--- config.mk ---
export PLATFORM = sky130hd
export DESIGN_NAME = ad7606_emu_flat
export DESIGN_NICKNAME = d
export VERILOG_FILES = /design/src/rtl/ad7606_pkg.sv /design/src/rtl/ad7606_if.sv /design/src/rtl/ad7606_conv_timer.sv /design/src/rtl/ad7606_emu.sv /design/src/flat_wrapper.sv
export SDC_FILE = /design/constraint.sdc
export NUM_CORES = 1
export LEC_CHECK = 0
export CORE_MARGIN = 1
export CORE_UTILIZATION = 50
export DETAILED_ROUTE_END_ITERATION = 8
export PLACE_DENSITY = 0.73
export SLEW_MARGIN = 15
export SYNTH_ARGS = -nofsm -noshare
export SYNTH_HDL_FRONTEND = slang
export SYNTH_SLANG_ARGS = --single-unit
export TNS_END_PERCENT = 100
--- constraint.sdc ---
create_clock -name clk_50 -period 4.8 [get_ports clk_50]
set_input_delay 0.96 -clock clk_50 [delete_from_list [all_inputs] [get_ports clk_50]]
set_output_delay 0.96 -clock clk_50 [all_outputs]
set_load 0.02 [all_outputs]
--- src/rtl/ad7606_pkg.sv ---
// ad7606_pkg: shared constants, FSM state type and the sample pattern rule
package ad7606_pkg;
   localparam int NUM_CH = 8;
   localparam int DATA_W = 16;
   localparam int CH_W   = 3;
   localparam int OS_MAX = 6;
   localparam int CNT_W  = DATA_W - CH_W;

   typedef enum logic {IDLE, CONV} conv_state_t;

   function automatic logic [DATA_W-1:0] sample_pattern(input logic [CNT_W-1:0] conv_cnt, input logic [CH_W-1:0] ch);
      return {conv_cnt, ch};
   endfunction
endpackage

--- src/rtl/ad7606_if.sv ---
// ad7606_if: AD7606 parallel-bus pins between controller (master) and ADC (slave)
interface ad7606_if;
   import ad7606_pkg::*;
   logic              rst_ad7606;
   logic              cva;
   logic              cvb;
   logic              cs_n;
   logic              rd_n;
   logic [2:0]        os;
   logic              busy;
   logic [DATA_W-1:0] data;
   logic              frstdata;

   modport master (output rst_ad7606, cva, cvb, cs_n, rd_n, os, input busy, data, frstdata);
   modport slave  (input rst_ad7606, cva, cvb, cs_n, rd_n, os, output busy, data, frstdata);
endinterface

--- src/rtl/ad7606_conv_timer.sv ---
// ad7606_conv_timer: busy-length computation from os and the conversion down-counter
module ad7606_conv_timer
   import ad7606_pkg::*;
#(
   parameter int BUSY_CYCLES = 200
) (
   input  logic       clk_50,
   input  logic       rst_n,
   input  logic       start,
   input  logic       clear,
   input  logic [2:0] os,
   output logic       busy,
   output logic       done
);
   localparam int TMR_W = $clog2((BUSY_CYCLES << OS_MAX) + 1);

   conv_state_t      state, state_nxt;
   logic [TMR_W-1:0] timer, timer_nxt;
   logic [2:0]       os_eff;
   logic [TMR_W-1:0] t_load;

   assign os_eff = (os > 3'(OS_MAX)) ? 3'd0 : os;
   assign t_load = (TMR_W'(BUSY_CYCLES) << os_eff) - TMR_W'(1);
   assign busy   = (state == CONV);

   // state and timer registers
   always_ff @(posedge clk_50 or negedge rst_n) begin
      if (!rst_n) begin
         state <= IDLE;
         timer <= '0;
      end else begin
         state <= state_nxt;
         timer <= timer_nxt;
      end
   end

   // next state: load on start, count down, pulse done on the last busy cycle
   always_comb begin
      state_nxt = state;
      timer_nxt = timer;
      done      = 1'b0;
      if (clear) begin
         state_nxt = IDLE;
         timer_nxt = '0;
      end else if (state == IDLE) begin
         if (start) begin
            state_nxt = CONV;
            timer_nxt = t_load;
         end
      end else if (timer == '0) begin
         state_nxt = IDLE;
         done      = 1'b1;
      end else begin
         timer_nxt = timer - TMR_W'(1);
      end
   end
endmodule

--- src/rtl/ad7606_emu.sv ---
// ad7606_emu: behavioural AD7606 answering the controller with a deterministic sample pattern
module ad7606_emu
   import ad7606_pkg::*;
#(
   parameter int BUSY_CYCLES = 200
) (
   input logic     clk_50,
   input logic     rst_n,
   ad7606_if.slave bus
);
   logic              cv;
   logic              cv_d;
   logic              rd_d;
   logic              conv_start;
   logic              rd_fall;
   logic              done;
   logic [CNT_W-1:0]  conv_cnt;
   logic [CH_W-1:0]   ch_ptr;
   logic [DATA_W-1:0] result [NUM_CH];

   assign cv         = bus.cva & bus.cvb;
   assign conv_start = cv & ~cv_d & ~bus.busy & ~bus.rst_ad7606;
   assign rd_fall    = ~bus.rd_n & rd_d & ~bus.cs_n;

   ad7606_conv_timer #(.BUSY_CYCLES(BUSY_CYCLES)) u_timer (
      .clk_50 (clk_50),
      .rst_n  (rst_n),
      .start  (conv_start),
      .clear  (bus.rst_ad7606),
      .os     (bus.os),
      .busy   (bus.busy),
      .done   (done)
   );

   // one-cycle history of convst (both halves) and rd_n for edge detection
   always_ff @(posedge clk_50 or negedge rst_n) begin
      if (!rst_n) begin
         cv_d <= 1'b0;
         rd_d <= 1'b0;
      end else if (bus.rst_ad7606) begin
         cv_d <= 1'b0;
         rd_d <= 1'b0;
      end else begin
         cv_d <= cv;
         rd_d <= bus.rd_n;
      end
   end

   // latch a fresh result bank and advance the conversion counter when a conversion ends
   always_ff @(posedge clk_50 or negedge rst_n) begin
      if (!rst_n) begin
         conv_cnt <= '0;
         for (int i = 0; i < NUM_CH; i++) result[i] <= '0;
      end else if (bus.rst_ad7606) begin
         conv_cnt <= '0;
         for (int i = 0; i < NUM_CH; i++) result[i] <= '0;
      end else if (done) begin
         conv_cnt <= conv_cnt + 1'b1;
         for (int i = 0; i < NUM_CH; i++) result[i] <= sample_pattern(conv_cnt, CH_W'(i));
      end
   end

   // read pointer and output registers; a read coinciding with conversion end returns the new channel 0
   always_ff @(posedge clk_50 or negedge rst_n) begin
      if (!rst_n) begin
         ch_ptr       <= '0;
         bus.data     <= '0;
         bus.frstdata <= 1'b0;
      end else if (bus.rst_ad7606) begin
         ch_ptr       <= '0;
         bus.data     <= '0;
         bus.frstdata <= 1'b0;
      end else begin
         if (done)
            ch_ptr <= rd_fall ? CH_W'(1) : CH_W'(0);
         else if (rd_fall)
            ch_ptr <= ch_ptr + 1'b1;
         if (rd_fall) begin
            bus.data     <= done ? sample_pattern(conv_cnt, CH_W'(0)) : result[ch_ptr];
            bus.frstdata <= done | (ch_ptr == CH_W'(0));
         end else if (bus.cs_n) begin
            bus.frstdata <= 1'b0;
         end
      end
   end
endmodule

--- src/flat_wrapper.sv ---
// flat-port wrapper written by rule: the top's interface ports become plain ports
module ad7606_emu_flat import ad7606_pkg::*;
#(
   parameter int BUSY_CYCLES = 200
)
  (clk_50, rst_n, bus_rst_ad7606, bus_cva, bus_cvb, bus_cs_n, bus_rd_n, bus_os, bus_busy, bus_data, bus_frstdata);
  ad7606_if bus_i ();
  input logic clk_50;
  input logic rst_n;
  input wire logic [$bits(bus_i.rst_ad7606)-1:0] bus_rst_ad7606;
  input wire logic [$bits(bus_i.cva)-1:0] bus_cva;
  input wire logic [$bits(bus_i.cvb)-1:0] bus_cvb;
  input wire logic [$bits(bus_i.cs_n)-1:0] bus_cs_n;
  input wire logic [$bits(bus_i.rd_n)-1:0] bus_rd_n;
  input wire logic [$bits(bus_i.os)-1:0] bus_os;
  output wire logic [$bits(bus_i.busy)-1:0] bus_busy;
  output wire logic [$bits(bus_i.data)-1:0] bus_data;
  output wire logic [$bits(bus_i.frstdata)-1:0] bus_frstdata;
  assign bus_i.rst_ad7606 = bus_rst_ad7606;
  assign bus_i.cva = bus_cva;
  assign bus_i.cvb = bus_cvb;
  assign bus_i.cs_n = bus_cs_n;
  assign bus_i.rd_n = bus_rd_n;
  assign bus_i.os = bus_os;
  assign bus_busy = bus_i.busy;
  assign bus_data = bus_i.data;
  assign bus_frstdata = bus_i.frstdata;
  ad7606_emu #(.BUSY_CYCLES(BUSY_CYCLES)) u_core (.clk_50(clk_50), .rst_n(rst_n), .bus(bus_i));
endmodule
# ---- Word-level counts from Yosys, hierarchy flattened
# Index checks and enable logic that the tools add are counted.
dict set report op_classes {
  add_sub_neg 4
  magnitude_cmp 2
  n_eq_ne 1
  shift 1
  mux 31
  bitwise 13
  reduce_logical 8
}
# cell count
set op_table {}
lappend op_table {{128-bit 2-to-1 mux} 2}
lappend op_table {{16-bit 2-to-1 mux} 5}
lappend op_table {{14-bit 2-to-1 mux} 4}
lappend op_table {{16-bit binary-select mux with 3-bit select} 1}
lappend op_table {{13-bit 2-to-1 mux} 2}
lappend op_table {{14-bit zero test} 1}
lappend op_table {{8-bit by 3-bit << shifter with 14-bit output (first input constant)} 1}
lappend op_table {{14-bit by 1-bit subtractor with 14-bit output (second input constant)} 1}
lappend op_table {{14-bit by 2-bit subtractor with 14-bit output (second input constant)} 1}
lappend op_table {{13-bit by 1-bit adder with 13-bit output (second input constant)} 1}
lappend op_table {{1-bit 2-to-1 mux} 13}
lappend op_table {{3-bit 2-to-1 mux} 4}
lappend op_table {{3-bit nonzero test} 3}
lappend op_table {{1-bit bitwise AND} 6}
lappend op_table {{1-bit NOT} 5}
lappend op_table {{4-bit greater-or-equal comparator (second input constant)} 1}
lappend op_table {{3-bit NOT with 4-bit output} 1}
lappend op_table {{2-bit nonzero test} 2}
lappend op_table {{3-bit by 1-bit adder with 3-bit output (second input constant)} 1}
lappend op_table {{3-bit greater-than comparator (second input constant)} 1}
lappend op_table {{3-bit zero test} 1}
lappend op_table {{3-bit inequality test (second input constant)} 1}
lappend op_table {{2-bit AND reduction} 1}
lappend op_table {{1-bit OR} 1}
dict set report word_totals {
  reg_bits 178
  wordCells 76
}

# ---- Logic depth before layout (Yosys ltp)
dict set report depth {
  ltp_word 7
  mapped_depth 13
  ltp_nobuf 13
}

# ---- Cells and area by module
# A second synthesis with hierarchy kept.
dict set report hier_totals {
  cells_unflattened 357
  area_unflattened_um2 3570.9
}
# module instances cells_each area_each_um2
set modules_own_cells {}
lappend modules_own_cells {ad7606_emu 1 182 2125.8}
lappend modules_own_cells {ad7606_conv_timer 1 175 1445.1}

# ---- Worst setup path before layout
# Ideal clock, no wire load.
dict set report synth_path {
  path_type {input port to flip-flop}
  startpoint {input bus_os[0]}
  endpoint {register u_core.u_timer.timer[9]}
  setup_time_ns 0.096
  arrival_time_ns 2.836
  required_ns 4.704
  slack_ns 1.868
  cell_stages 13
  path_cell_list {inv_1 > ha_1 > nor2b_1 > a21oi_1 > inv_1 > ha_1 > nand2_1 > ha_1 > nand2_1 > a211oi_1 > o211ai_1 > xor2_1 > o31ai_1}
}
dict set report synth_between {
  elab_chain_cells 7
}
# item line_no
set synth_lines {}
lappend synth_lines {{from (decl)} flat_wrapper.sv:15} ;# input wire logic [$bits(bus_i.os)-1:0] bus_os;
lappend synth_lines {{3-bit greater-than comparator} ad7606_conv_timer.sv:22} ;# assign os_eff = (os > 3'(OS_MAX)) ? 3'd0 : os;
lappend synth_lines {{3-bit 2-to-1 mux (*)} ad7606_conv_timer.sv:22}
lappend synth_lines {{8-bit by 3-bit << shifter with 14-bit output (*)} ad7606_conv_timer.sv:23} ;# assign t_load = (TMR_W'(BUSY_CYCLES) << os_eff) - TMR_W'(1);
lappend synth_lines {{14-bit by 2-bit subtractor with 14-bit output (*)} ad7606_conv_timer.sv:23}
lappend synth_lines {{14-bit 2-to-1 mux (*)} ad7606_conv_timer.sv:46} ;# if (start) begin
lappend synth_lines {{14-bit 2-to-1 mux (*)} ad7606_conv_timer.sv:45} ;# end else if (state == IDLE) begin
lappend synth_lines {{14-bit 2-to-1 mux (*)} ad7606_conv_timer.sv:42} ;# if (clear) begin
lappend synth_lines {{to (signal assigned)} ad7606_conv_timer.sv:33} ;# timer <= timer_nxt;
lappend synth_lines {{to (decl)} ad7606_conv_timer.sv:18} ;# logic [TMR_W-1:0] timer, timer_nxt;
# Mark *: on every way between the ends. The rest lies on a longest branch, timed or not. The select of a mux whose other input is x is not followed.
# A chain may end at the register's enable or synchronous reset.

# ---- Worst setup path in the final report
dict set report layout_path {
  startpoint {input bus_os[1]}
  endpoint {register u_core.u_timer.timer[9]}
}
# The elaborated chain is that of the path after synthesis.

==> impl_summary.txt <==
----------------------------------------------------
[Status]
  Outcome ... finished, violations left
  Violated checks ... DRC

[Global route]
  Global-route wire length before repair ... 13300 um
  Initial antenna violation count ... 0
  Largest net degree at the start of global routing ... 47
  Via count of the first global-routing pass ... 2758
  Overall Global Routing Usage ... 23.4%
  Residual overflow from global routing ... 0

[Critical path]
  Start-to-end type of the worst setup path ... in -> reg
  Max FO, Critical Path ... 10
  Data required time at the worst endpoint ... 5040 ps
  Slowest Stage Delay on Critical Path ... 660 ps
  Worst-path cell chain ... clkdlybuf4s50_1 -> ha_1 -> nor2b_1 -> a21oi_1 -> inv_1 -> ha_1 -> nand2_1 -> ha_1 -> nand2_1 -> a211oi_1 -> o211ai_1 -> xor2_1 -> o31ai_1
  Register-to-register setup slack ... 2370 ps
  Reg-to-reg critical path startpoint ... u_core.u_timer.busy
  Number of cells on the worst reg-to-reg path ... 6
  Crit path max-delay cell type ... sky130_fd_sc_hd__clkdlybuf4s50_1
  Critical path launch point type ... input pin
  Crit path capture type ... flip-flop
  Most used cell, CP ... sky130_fd_sc_hd__ha_1
  Endpoint of the lowest-slack register-to-register path ... u_core.conv_cnt[12]
  Source of the critical timing path ... bus_os[1]
  Arrival time at the worst endpoint ... 3760 ps

[STA]
  Max_slew headroom ... 58.5%
  Number of pins with negative max-slew slack in the final report ... 0
  Final hold violation count ... 0
  Post-route setup slack ... 1290 ps
  Period Utilization, post-route ... 73.2%
  Hold Slack ... 518 ps
  Highest achievable clock rate ... 285 MHz
  Final setup skew ... 10.2 ps
  Shortest clock period the worst path allows after layout ... 3510 ps
  Slew at the pin closest to its max-slew limit ... 622 ps
  Total setup violations reported at the end of the flow ... 0
  RSZ-0062 raised after global routing ... no
  Accumulated negative setup slack ... 0 ps

[Synth]
  Seq/Total Area, Yosys ... 47.1%
  Number of flops mapped to enable cells by yosys ... 0
  Share of synthesized registers carrying an async set or reset ... 100%
  Flip-flop and latch count after synthesis ... 64
  Post-synthesis instance area ... 3400 um2
  Number of warning messages in the yosys log ... 0
  Main synth FF type ... sky130_fd_sc_hd__dfrtp_1
  Yosys top cell area share ... 47.1%
  Top post-synthesis cells by area ... sky130_fd_sc_hd__dfrtp_1, sky130_fd_sc_hd__o21ai_0, sky130_fd_sc_hd__a21oi_1
  Avg Synthesized Cell Area ... 9.20 um2
  Number of instances in the synthesized netlist ... 370
  Cell type with the highest aggregate area in the netlist ... sky130_fd_sc_hd__dfrtp_1
  Net Count, Synth ... 390
  Unique cell type count in the Yosys netlist ... 50

[Floorplan]
  Die span in x ... 84.5 um
  Die Outline Area ... 7140 um2
  Vert. Die Dim ... 84.5 um
  Number of top-level pins ... 28
  Number of standard-cell rows in the floorplan ... 29
  Starting utilization of the core area ... 52.7%
  Core box area ... 6460 um2

[Layout]
  Fillcell total ... 544
  Fraction of layout instances using a drive strength above 1 ... 7.00%
  Area growth, synth to finish ... 17.2%
  Diodes inserted ... 0
  # nets final ... 415

[Clock network]
  Clk_lat worst skew ... 350 ps
  Number of buffers added by the clock tree synthesis step ... 9
  Hold_buf cts ... 0
  Number of gates resized after CTS ... 0
  Setup Fix Bufs, Post-CTS ... 0
  TritonCTS clock tree ... done
  Clock-pin transition on the worst setup and hold timing paths ... 70 ps
  Deepest level of the CTS H-tree ... 3
  Clock tree buffer depth ... 2
  Clock root cell ... sky130_fd_sc_hd__clkbuf_8
  Number of clock sinks seen by CTS ... 64

[Pwr]
  Standby leakage power ... 1.77 nW
  Power per unit of standard cell area ... 348 nW/um2
  Peak supply drop ... 0.170 mV

[Route]
  Violation count after the first detailed-route iteration ... 160
  Count of vias placed by the detailed router ... 2852
  Pre-Repair DR Iteration Count ... 7
  WL per Instance ... 16.0 um
  Drt total wl ... 7630 um
  Number of vias per cell after detailed routing ... 5.98
  DR DRC count ... 3
  Remaining number of nets flagged by the antenna check after routing ... 0

[Placed design]
  Routability Congestion ... 0.881
  Sum of net half-perimeters after detailed placement ... 5170 um
  Number of buffer cells added on primary ports ... 27
  Worst Setup Slack post-DPL ... 961 ps

[Worst hold path]
  Worst hold path depth ... 2
  Worst Min Path Start ... u_core.bus.data[0]
  Path class of the lowest-slack min-delay path ... reg -> reg
  Hold worst-path end ... u_core.bus.data[0]

[Job]
  Max-cap violations ... 0

----------------------------------------------------
==> through the flow <==
step	std cells	area, um2	util (%)	total power, mW
after global routing	477	3990	61.8	1.45
after global placement	461	3740	57.8	0.809
final	477	3990	61.8	1.39
after detailed placement	461	3740	57.8	0.811
after floorplan	370	3400	-	0.740
after CTS	477	3990	61.8	1.39
==> per-layer routing <==
layer,track usage (%),vias up,share of wire [%]
met5,0,-,0
met4,7.86,0,1.5
met3,5.01,13,4.0
met2,36.7,68,48
met1,32.5,1389,46
li1,-,1382,-
==> report_power, final <==
group | switching (mW) | total [mW] | leakage (nW) | internal, mW
clock | 0.225 | 0.586 | 0.123 | 0.362
sequential | 0.0273 | 0.586 | 0.881 | 0.558
combinational | 0.131 | 0.216 | 0.768 | 0.0851
total | 0.383 | 1.39 | 1.77 | 1.01
==> logic make-up (layout without fill, tap and decap cells) <==
kind of cell	after synthesis	count (layout)	share of synthesized area, %
DFF	64	64	47.1
muxes	13	13	3.82
and+or+nand+nor	128	128	19.4
xor gates and xnor gates	16	16	4.12
adders and majority gates	10	10	3.68
buffers and inverters	34	64	3.86
AOI/OAI and AO/OA	105	105	18.1
==> cells in the final DEF, fill, tap and decap left out, types with 2 or more instances in the layout <==
cell type	netlist	final
sky130_fd_sc_hd__xnor2_1	12	12
sky130_fd_sc_hd__inv_1	16	16
sky130_fd_sc_hd__xor2_1	4	4
sky130_fd_sc_hd__nand3_1	9	9
sky130_fd_sc_hd__nand4_1	6	6
sky130_fd_sc_hd__nand2b_1	3	3
sky130_fd_sc_hd__o31ai_1	4	4
sky130_fd_sc_hd__o21bai_1	2	2
sky130_fd_sc_hd__nor2_1	45	45
sky130_fd_sc_hd__nor3_1	10	10
sky130_fd_sc_hd__a21oi_1	37	37
sky130_fd_sc_hd__clkdlybuf4s50_1	0	26
sky130_fd_sc_hd__clkbuf_8	0	10
sky130_fd_sc_hd__o211ai_1	2	2
sky130_fd_sc_hd__nand2_1	24	24
sky130_fd_sc_hd__nor4_1	8	8
sky130_fd_sc_hd__a211oi_1	2	2
sky130_fd_sc_hd__nor2b_1	3	3
sky130_fd_sc_hd__o21ai_0	39	39
sky130_fd_sc_hd__bufinv_16	0	3
sky130_fd_sc_hd__mux2i_1	13	13
sky130_fd_sc_hd__nand3b_1	3	3
sky130_fd_sc_hd__ha_1	10	10
sky130_fd_sc_hd__a31oi_1	5	5
sky130_fd_sc_hd__a22o_1	2	2
sky130_fd_sc_hd__and4_1	2	2
sky130_fd_sc_hd__or3_1	3	3
sky130_fd_sc_hd__dfrtp_1	64	64
sky130_fd_sc_hd__buf_4	0	5
==> how the worst max path moves through the flow <==
stage / depth (start not counted) / to / slack (ps)
global route: 14 / u_core.u_timer.timer[9] / 1040
global placement: 13 / u_core.u_timer.timer[9] / 1020
detailed placement: 13 / u_core.u_timer.timer[9] / 960
finish: 13 / u_core.u_timer.timer[9] / 1290
CTS: 13 / u_core.u_timer.timer[9] / 1300
floorplan: 13 / u_core.u_timer.timer[9] / 1870
==> final cells by class <==
class,instances,area (um2),share of cell area (%)
Clock buffer,10,138,3.45
Clock inverter,6,115,2.89
Inverter,16,60.1,1.51
Multi-Input combinational cell,272,1680,42.0
Sequential cell,64,1600,40.2
Tap cell,77,96.3,2.42
Timing Repair Buffer,32,303,7.59
==> Yosys cell counts, drive strengths merged, types with 5 or more instances <==
| master | n |
|---|---|
| nand2 | 24 |
| dfrtp | 64 |
| nor3 | 10 |
| inv | 16 |
| a31oi | 5 |
| a21oi | 37 |
| nor2 | 45 |
| ha | 10 |
| nand3 | 9 |
| o21ai | 39 |
| nand4 | 7 |
| xnor2 | 12 |
| clkbuf | 15 |
| nor4 | 9 |
| mux2i | 13 |
==> flip-flops by register name (all words and copies together), names as in the netlist <==
name,cells
u_core.bus.data,16
u_core.bus.frstdata,1
u_core.ch_ptr,3
u_core.conv_cnt,13
u_core.cv_d,1
u_core.rd_d,1
u_core.result,14
u_core.u_timer.busy,1
u_core.u_timer.timer,14
==> critical path, delay by kind of cell <==
| kind | cells | cell delay, ps |
|---|---|---|
| adder cells (fa/ha/maj) | 3 | 820 |
| AO/OA/AOI/OAI | 4 | 770 |
| buffers and inverters | 2 | 720 |
| AND/OR/NAND/NOR | 3 | 310 |
| XOR/XNOR | 1 | 170 |
(Power assumes the default switching activity.)
